### src/rtl/mem_arbiter_pkg.sv
// Shared definitions for the unified-memory arbiter: FSM encodings, block size and owner IDs.
package mem_arbiter_pkg;

  localparam int ARB_WORDS_PER_BLOCK = 8;

  typedef enum logic [1:0] {
    ARB_IDLE    = 2'd0,
    ARB_I_FILL  = 2'd1,
    ARB_D_FILL  = 2'd2,
    ARB_D_WRITE = 2'd3
  } arb_state_e;

  typedef enum logic {
    OWN_I = 1'b0,
    OWN_D = 1'b1
  } owner_e;

endpackage

### src/rtl/mem_arbiter_word_counter.sv
// Fill word counter: counts returned words and wraps to zero on the terminal word.
module arb_word_counter #(
  parameter int CNT_W = 3,
  parameter logic [CNT_W-1:0] TC_VAL = '1
) (
  input  logic clk,
  input  logic rst,
  input  logic clr,
  input  logic en,
  output logic tc
);

  logic [CNT_W-1:0] cnt;

  assign tc = (cnt == TC_VAL);

  always_ff @(posedge clk or negedge rst) begin
    if (!rst) begin
      cnt <= '0;
    end else if (clr) begin
      cnt <= '0;
    end else if (en) begin
      cnt <= tc ? '0 : cnt + CNT_W'(1);
    end
  end

endmodule

### src/rtl/mem_arbiter.sv
// Arbitrates the unified memory between I-cache fills and D-cache fills/write-throughs.
// Optional build macro ARB_ROUND_ROBIN_EN alternates fill ties between I and D.
module mem_arbiter
  import mem_arbiter_pkg::*;
#(
  parameter int ADDR_W          = 16,
  parameter int DATA_W          = 16,
  parameter int WORDS_PER_BLOCK = ARB_WORDS_PER_BLOCK,
  parameter int CNT_W           = $clog2(WORDS_PER_BLOCK)
) (
  input  logic              clk,
  input  logic              rst,
  input  logic              i_rd_req,
  input  logic [ADDR_W-1:0] i_addr,
  output logic              i_grant,
  output logic              i_wait,
  output logic              i_valid,
  input  logic              d_rd_req,
  input  logic              d_wr_req,
  input  logic [ADDR_W-1:0] d_addr,
  input  logic [DATA_W-1:0] d_wdata,
  output logic              d_grant,
  output logic              d_wait,
  output logic              d_valid,
  output logic [DATA_W-1:0] rdata,
  output logic              mem_en,
  output logic              mem_wr,
  output logic [ADDR_W-1:0] mem_addr,
  output logic [DATA_W-1:0] mem_wdata,
  input  logic              mem_valid,
  input  logic [DATA_W-1:0] mem_rdata,
  output logic              err_stray
);

  localparam logic [CNT_W-1:0] LAST_WORD = CNT_W'(WORDS_PER_BLOCK - 1);

  arb_state_e state, next_state;
  logic       in_fill;
  logic       last_word;

  assign in_fill = (state == ARB_I_FILL) || (state == ARB_D_FILL);

  arb_word_counter #(
    .CNT_W  (CNT_W),
    .TC_VAL (LAST_WORD)
  ) u_word_counter (
    .clk (clk),
    .rst (rst),
    .clr (state == ARB_IDLE),
    .en  (in_fill && mem_valid),
    .tc  (last_word)
  );

`ifdef ARB_ROUND_ROBIN_EN
  owner_e last_win;

  always_ff @(posedge clk or negedge rst) begin
    if (!rst) begin
      last_win <= OWN_I;
    end else if (state == ARB_IDLE && next_state == ARB_I_FILL) begin
      last_win <= OWN_I;
    end else if (state == ARB_IDLE && next_state == ARB_D_FILL) begin
      last_win <= OWN_D;
    end
  end
`endif

  always_ff @(posedge clk or negedge rst) begin
    if (!rst) begin
      state <= ARB_IDLE;
    end else begin
      state <= next_state;
    end
  end

  // Every grant returns to IDLE, which forces the one-cycle bubble between owners.
  always_comb begin
    next_state = state;
    unique case (state)
      ARB_IDLE: begin
        if (d_wr_req) begin
          next_state = ARB_D_WRITE;
        end else if (d_rd_req && i_rd_req) begin
`ifdef ARB_ROUND_ROBIN_EN
          next_state = (last_win == OWN_D) ? ARB_I_FILL : ARB_D_FILL;
`else
          next_state = ARB_D_FILL;
`endif
        end else if (d_rd_req) begin
          next_state = ARB_D_FILL;
        end else if (i_rd_req) begin
          next_state = ARB_I_FILL;
        end
      end
      ARB_I_FILL, ARB_D_FILL: begin
        if (mem_valid && last_word) next_state = ARB_IDLE;
      end
      ARB_D_WRITE: next_state = ARB_IDLE;
      default:     next_state = ARB_IDLE;
    endcase
  end

  always_comb begin
    i_grant   = 1'b0;
    d_grant   = 1'b0;
    i_valid   = 1'b0;
    d_valid   = 1'b0;
    mem_en    = 1'b0;
    mem_wr    = 1'b0;
    mem_addr  = '0;
    mem_wdata = '0;
    unique case (state)
      ARB_I_FILL: begin
        i_grant  = 1'b1;
        i_valid  = mem_valid;
        mem_en   = 1'b1;
        mem_addr = i_addr;
      end
      ARB_D_FILL: begin
        d_grant  = 1'b1;
        d_valid  = mem_valid;
        mem_en   = 1'b1;
        mem_addr = d_addr;
      end
      ARB_D_WRITE: begin
        d_grant   = 1'b1;
        mem_en    = 1'b1;
        mem_wr    = 1'b1;
        mem_addr  = d_addr;
        mem_wdata = d_wdata;
      end
      default: ;
    endcase
  end

  // Waits are gated by reset so the stall input sees 0 while the arbiter is held in reset.
  assign i_wait = rst && i_rd_req && !i_grant;
  assign d_wait = rst && (d_rd_req || d_wr_req) && !d_grant;
  assign rdata  = mem_rdata;

  always_ff @(posedge clk or negedge rst) begin
    if (!rst) begin
      err_stray <= 1'b0;
    end else if (mem_valid && !in_fill) begin
      err_stray <= 1'b1;
    end
  end

endmodule

### config.mk
export PLATFORM = sky130hd
export DESIGN_NAME = mem_arbiter
export DESIGN_NICKNAME = d
export VERILOG_FILES = /design/src/rtl/mem_arbiter_pkg.sv /design/src/rtl/mem_arbiter_word_counter.sv /design/src/rtl/mem_arbiter.sv
export SDC_FILE = /design/constraint.sdc
export NUM_CORES = 1
export LEC_CHECK = 0
export CORE_MARGIN = 2
export CORE_UTILIZATION = 25
export CTS_BUF_LIST = sky130_fd_sc_hd__clkbuf_16
export DETAILED_ROUTE_END_ITERATION = 8
export GPL_TIMING_DRIVEN = 0
export PLACE_DENSITY = 0.89
export SYNTH_ARGS = -nofsm -noshare
export SYNTH_HDL_FRONTEND = slang
export SYNTH_SLANG_ARGS = --single-unit
### constraint.sdc
create_clock -name clk -period 1.93 [get_ports clk]
set_clock_uncertainty 0.05 [all_clocks]
set_input_delay 0.2895 -clock clk [delete_from_list [all_inputs] [get_ports clk]]
set_output_delay 0.2895 -clock clk [all_outputs]
set_load 0.005 [all_outputs]
## Yosys cells after proc, flatten, opt, wreduce, memory -nomap -nowiden

Index checks and enable logic that the tools add are counted.

| operators by class | value |
|---|---|
| $add $sub $neg | 1 |
| bitwise operators | 0 |
| divide/modulo/power cells | 0 |
| muxes and demuxes | 17 |
| reductions and logical operators | 19 |
| magnitude comparators | 0 |
| equal/unequal tests | 6 |
| shift operators | 0 |
| $mul | 0 |

Operator list:

| kind | number |
|---|---|
| one-hot mux 16 bit (2 select lines) | 1 |
| 2-to-1 mux 16 bit | 1 |
| 2-to-1 mux 2 bit | 5 |
| 2-to-1 mux 3 bit | 3 |
| logical AND 1 bit | 8 |
| 2-to-1 mux 1 bit | 6 |
| one-hot mux 2 bit (3 select lines) | 1 |
| != test 5 bit, second input constant | 1 |
| equality test 2 bit, second input constant | 2 |
| OR reduction 2 bit | 2 |
| adder 3 x 1 -> 3 bit, second input constant | 1 |
| equality test 3 bit, second input constant | 1 |
| logical NOT 1 bit | 3 |
| OR reduction 3 bit | 1 |
| equality test 2 x 1 -> 1 bit, second input constant | 1 |
| logical NOT 2 bit | 1 |
| logical OR 1 bit | 2 |
| != test 2 bit, second input constant | 1 |
| AND reduction 2 bit | 1 |
| nonzero test 2 bit | 1 |

| word-level totals | value |
|---|---|
| bits in writable memories | 0 |
| ROM bits | 0 |
| latch bits | 0 |
| input bits | 70 |
| output and inout port bits | 57 |
| memories kept | 0 |
| logic and storage cells | 46 |
| flip-flop bits (word level) | 6 |

## Logic depth before layout (Yosys ltp)

| logic depth | value |
|---|---|
| depth in word-level cells | 5 |
| depth in mapped cells | 7 |
| depth with buffers taken out | 5 |

## Hierarchy

A second synthesis with hierarchy kept.

| unflattened totals | value |
|---|---|
| cells, all modules | 117 |
| area total of the unflattened synthesis | 955.9 um2 |

By module, submodules not included:

| module | cells an instance | area each (um2) | instances |
|---|---|---|---|
| mem_arbiter | 105 | 804.5 | 1 |
| arb_word_counter | 12 | 151.4 | 1 |

## Worst setup path before layout

Ideal clock, no wire load.

| timing | value |
|---|---|
| path kind | reg-to-output |
| start | reg state[0] |
| end | out mem_addr[0] |
| arrival time | 1.365 ns |
| path buffers | 2 |
| data required time | 1.590 ns |
| setup slack | 0.226 ns |
| cell stages (with the launch flop) | 8 |
| cell sequence | dfrtp_1 inv_1 ha_1 or2_1 buf_6 buf_12 a22oi_2 nor2_1 |

| on the way | value |
|---|---|
| longest elaborated chain between the ends | 3 |
| elaborated cells between the ends (all ways) | 5 |
| those cells by class | 3 x eq/ne; 1 x mux; 1 x reduce/logical |

Ends and longest elaborated chain:

| what | line | source |
|---|---|---|
| start, declared | mem_arbiter.sv:37 | `arb_state_e state, next_state;` |
| start signal, assigned | mem_arbiter.sv:72 | `state <= next_state;` |
| equality test 2 bit | mem_arbiter.sv:112 | `unique case (state)` |
| OR reduction 2 bit (no source line) | -- |  |
| one-hot mux 16 bit (2 select lines) (*) | mem_arbiter.sv:112 |  |
| end, declared | mem_arbiter.sv:28 | `output logic [ADDR_W-1:0] mem_addr,` |

Mark *: on every way between the ends. The rest lies on a longest branch, timed or not.

## Final worst setup path

| timing | value |
|---|---|
| start | reg state[0] |
| end | out mem_addr[10] |

The elaborated chain is that of the path after synthesis.

==> results.toml <==
[status]
status = "finished with violations"
violations = "setup timing"

[critical_path]
crit_path_max_incr_delay_ns = 0.39
cp_common_cell = "buf_6"
criticalPathCategory = "register to primary output"
path_cells = "buf_6 -> ha_4 -> or2_1 -> buf_6 -> buf_4 -> a22oi_2 -> nor2_1 -> buf_2"
worstPathRequired_ns = 1.59
crit_arrival_ns = 1.75
endpoint_kind = "primary output"
crit-reg2reg-capture = "state[1]"
cp_slowest_cell = "dfrtp_1"
cp_top_family = "buffers and inverters"
startpoint_type = "register"
worst_r2r_startpoint = "state[1]"
ff2ff_path_depth = 6
crit_fanout = 6
rrSetupSlack_ns = 0.22
crit_buf_inv = 4

[floorplanning]
die_area_sq_mm = 0.00420
num_rows = 22
fp.dieW_um = 64.8
die_h_um = 64.8
top_level_ports = 127
start_util_pct = 25.6
core_area_sq_mm = 0.00361

[power_and_ir_drop]
leakagePower_nw = 1.06
p_sw_share_pct = 38.0
power_frac_clock_pct = 13.1
p_int_mw = 1.64
switchingPower_mw = 1.01
power_density_mw_per_mm2 = 1150
pwr-share-comb_pct = 79.0
vdd_drop_max_mv = 0.834
p_seq_share_pct = 7.9

[cells_and_area]
fill_cells = 317
post-route-util_pct = 63.9
diodes = 0
drive_above_1_share_pct = 38.2
final_cells = 289
fin_area_sq_mm = 0.00231
area_growth_pct = 150
nets = 321

[yosys]
yosys_warnings = 0
synth_area_per_cell_sq_um = 8.03
ys_seq_area_share_pct = 16.3
syn-num-nets = 193
synth_top_area_share_pct = 16.3
synthCells = 115
synth_top_area_cell = "dfrtp_1"
syn-cell-area_sq_um = 923
synth.distinct_cells = 29
synth_area_leaders = "dfrtp_1 16%, buf_4 14%, and2_1 12%, a22oi_2 11%, ha_1 11%"
yosys_register_bits = 6

[detailed_routing]
drt_wl_total_um = 3990
wire_per_inst_um = 13.8
ant_nets = 0
drt_iter0_drc = 27
drc = 0
drtPass1Iterations = 4
drt-vias-per-instance = 4.33
vias = 1252

[clock_network]
cts-root-buf = "clkbuf_16"
htree_levels = 1
clk_latency_ns = 0.23
cts_tree = "done"
ctsHoldBuffers = 0
cts_buffers = 3
clk_pin_slew_ns = 0.04
cts_sinks = 6
clockBufferDepth = 2

[grt]
grtUsageMet1_pct = 21.2
overflow = 0
grt_pass1_wl_um = 6140
grt_pass1_vias = 1212
grt_usage_pct = 18.8
antenna_found_initial = 0
met2_usage_pct = 34.8
top_usage_layer = "met2"
grt_use_met3_pct = 3.13
grt_max_degree = 11

[placed_design]
dp_cells = 273
pre_cts_slack_ns = -0.410
gp_congestion = 0.807
place_area_sq_mm = 0.00208
io_buffers = 110
dpl.hpwl_um = 3010

[timing]
layout_setup_ws_ns = -0.156
rsz0062_at_grt = "yes"
period_share_pct = 108
slew_violations = 0
worst_pin_slew_ns = 0.343
max-slew-margin-rel_pct = 77.2
finalSetupViolCount = 18
finalCriticalPeriod_ns = 2.09
finalHoldViolCount = 0
fmax_mhz = 479
timing.hold.ws_ns = 0.00944

[flow_run]
drv_cap = 0

[hold_path]
hold_class = "input port to async pin"
==> cells in the final DEF (no fill, tap or decap), types with 2 or more instances in the layout <==
| cell type | n |
|---|---|
| buf_6 | 5 |
| nor2_1 | 19 |
| buf_2 | 12 |
| ha_1 | 2 |
| clkbuf_2 | 13 |
| dlygate4sd2_1 | 4 |
| ha_4 | 4 |
| nand2_1 | 5 |
| dfrtp_1 | 5 |
| a21oi_1 | 4 |
| a22oi_2 | 14 |
| ha_2 | 2 |
| buf_4 | 26 |
| clkdlybuf4s50_1 | 72 |
| clkdlybuf4s15_1 | 7 |
| buf_12 | 2 |
| and2_1 | 16 |
| inv_2 | 2 |
| clkbuf_16 | 4 |
| nand3_1 | 2 |
| inv_1 | 2 |
==> layer usage <==
metal  routed length (um)  part of all wire, %  vias to the layer above
met5                    0                    0                        -
met2                 2140                   54                       55
met3                  266                  6.7                        9
li1                     -                    -                      630
met4                   87                  2.2                        0
met1                 1490                   37                      558
==> worst max-delay path by stage <==
stage                   from  cells after the start            to  slack, ns
finish              state[0]                      8  mem_addr[10]      -0.16
CTS                 state[0]                      8   mem_addr[3]      -0.20
detailed placement  state[0]                      6   mem_addr[8]      -0.41
global placement    state[0]                      6   mem_addr[8]      -0.41
global route        state[0]                      8   mem_addr[9]      -0.21
floorplan           state[0]                      7   mem_addr[0]       0.23
==> sequential cells by signal (all words and copies together) (netlist names) <==
signal	flops
u_word_counter.cnt	3
err_stray	1
state	2
==> power groups by stage <==
stage	Clock (mW)	Sequential, mW	Combinational (mW)
3_3_place_gp	0	0.204	1.73
3_5_place_dp	0	0.207	1.75
5_1_grt	0.352	0.215	2.28
6_report	0.347	0.209	2.09
4_1_cts	0.348	0.206	1.99
2_1_floorplan	0	0.196	0.892
==> cell families after synthesis <==
kind of cell / count (synthesis) / synth area share [%]
simple gates: 48 / 26.0
buf+inv: 27 / 20.6
compound gates: 25 / 25.2
mux: 1 / 1.08
fa+ha+maj: 8 / 10.8
flops: 6 / 16.3
==> stage by stage <==
stage	power, mW	TNS [ns]
5_1_grt	2.85	-2.93
3_5_place_dp	1.95	-7.65
6_report	2.64	-1.97
4_1_cts	2.54	-2.35
2_1_floorplan	1.09	0
3_3_place_gp	1.93	-7.30
==> synthesized netlist by cell type <==
library cell and number:
a211oi_1 1, a21boi_2 1, a21o_1 1, a21oi_1 4, a22o_1 1, a22oi_1 6
a22oi_2 8, a22oi_4 1, and2_1 17, and2_2 1, buf_1 1, buf_12 1
buf_2 1, buf_4 17, buf_6 1, clkbuf_1 2, dfrtp_1 6, ha_1 8
inv_1 4, mux2i_1 1, nand2_1 5, nand2b_1 1, nand3_1 2, nor2_1 19
nor3_1 1, nor4b_1 1, o21ai_0 1, o22ai_1 1, or2_1 1
==> area by class of cell <==
type | instances | area, sq um | area share, %
Buffer | 22 | 205 | 8.90
Clock buffer | 3 | 75.1 | 3.26
Inverter | 4 | 15.0 | 0.651
Multi-Input combinational cell | 82 | 671 | 29.1
Sequential cell | 6 | 151 | 6.57
Tap cell | 48 | 60.1 | 2.60
Timing Repair Buffer | 124 | 1130 | 48.9
==> repair_timing <==
| item | CTS | global route |
|---|---|---|
| endpoints found under the hold margin | 0 | 0 |
| pin swaps | 11 | 13 |
| setup buffers | 10 | 2 |
| gates resized for setup | 106 | 39 |
| setup endpoints to repair | 38 | 32 |
| gates cloned | 1 | 1 |
(Power assumes the default switching activity.)
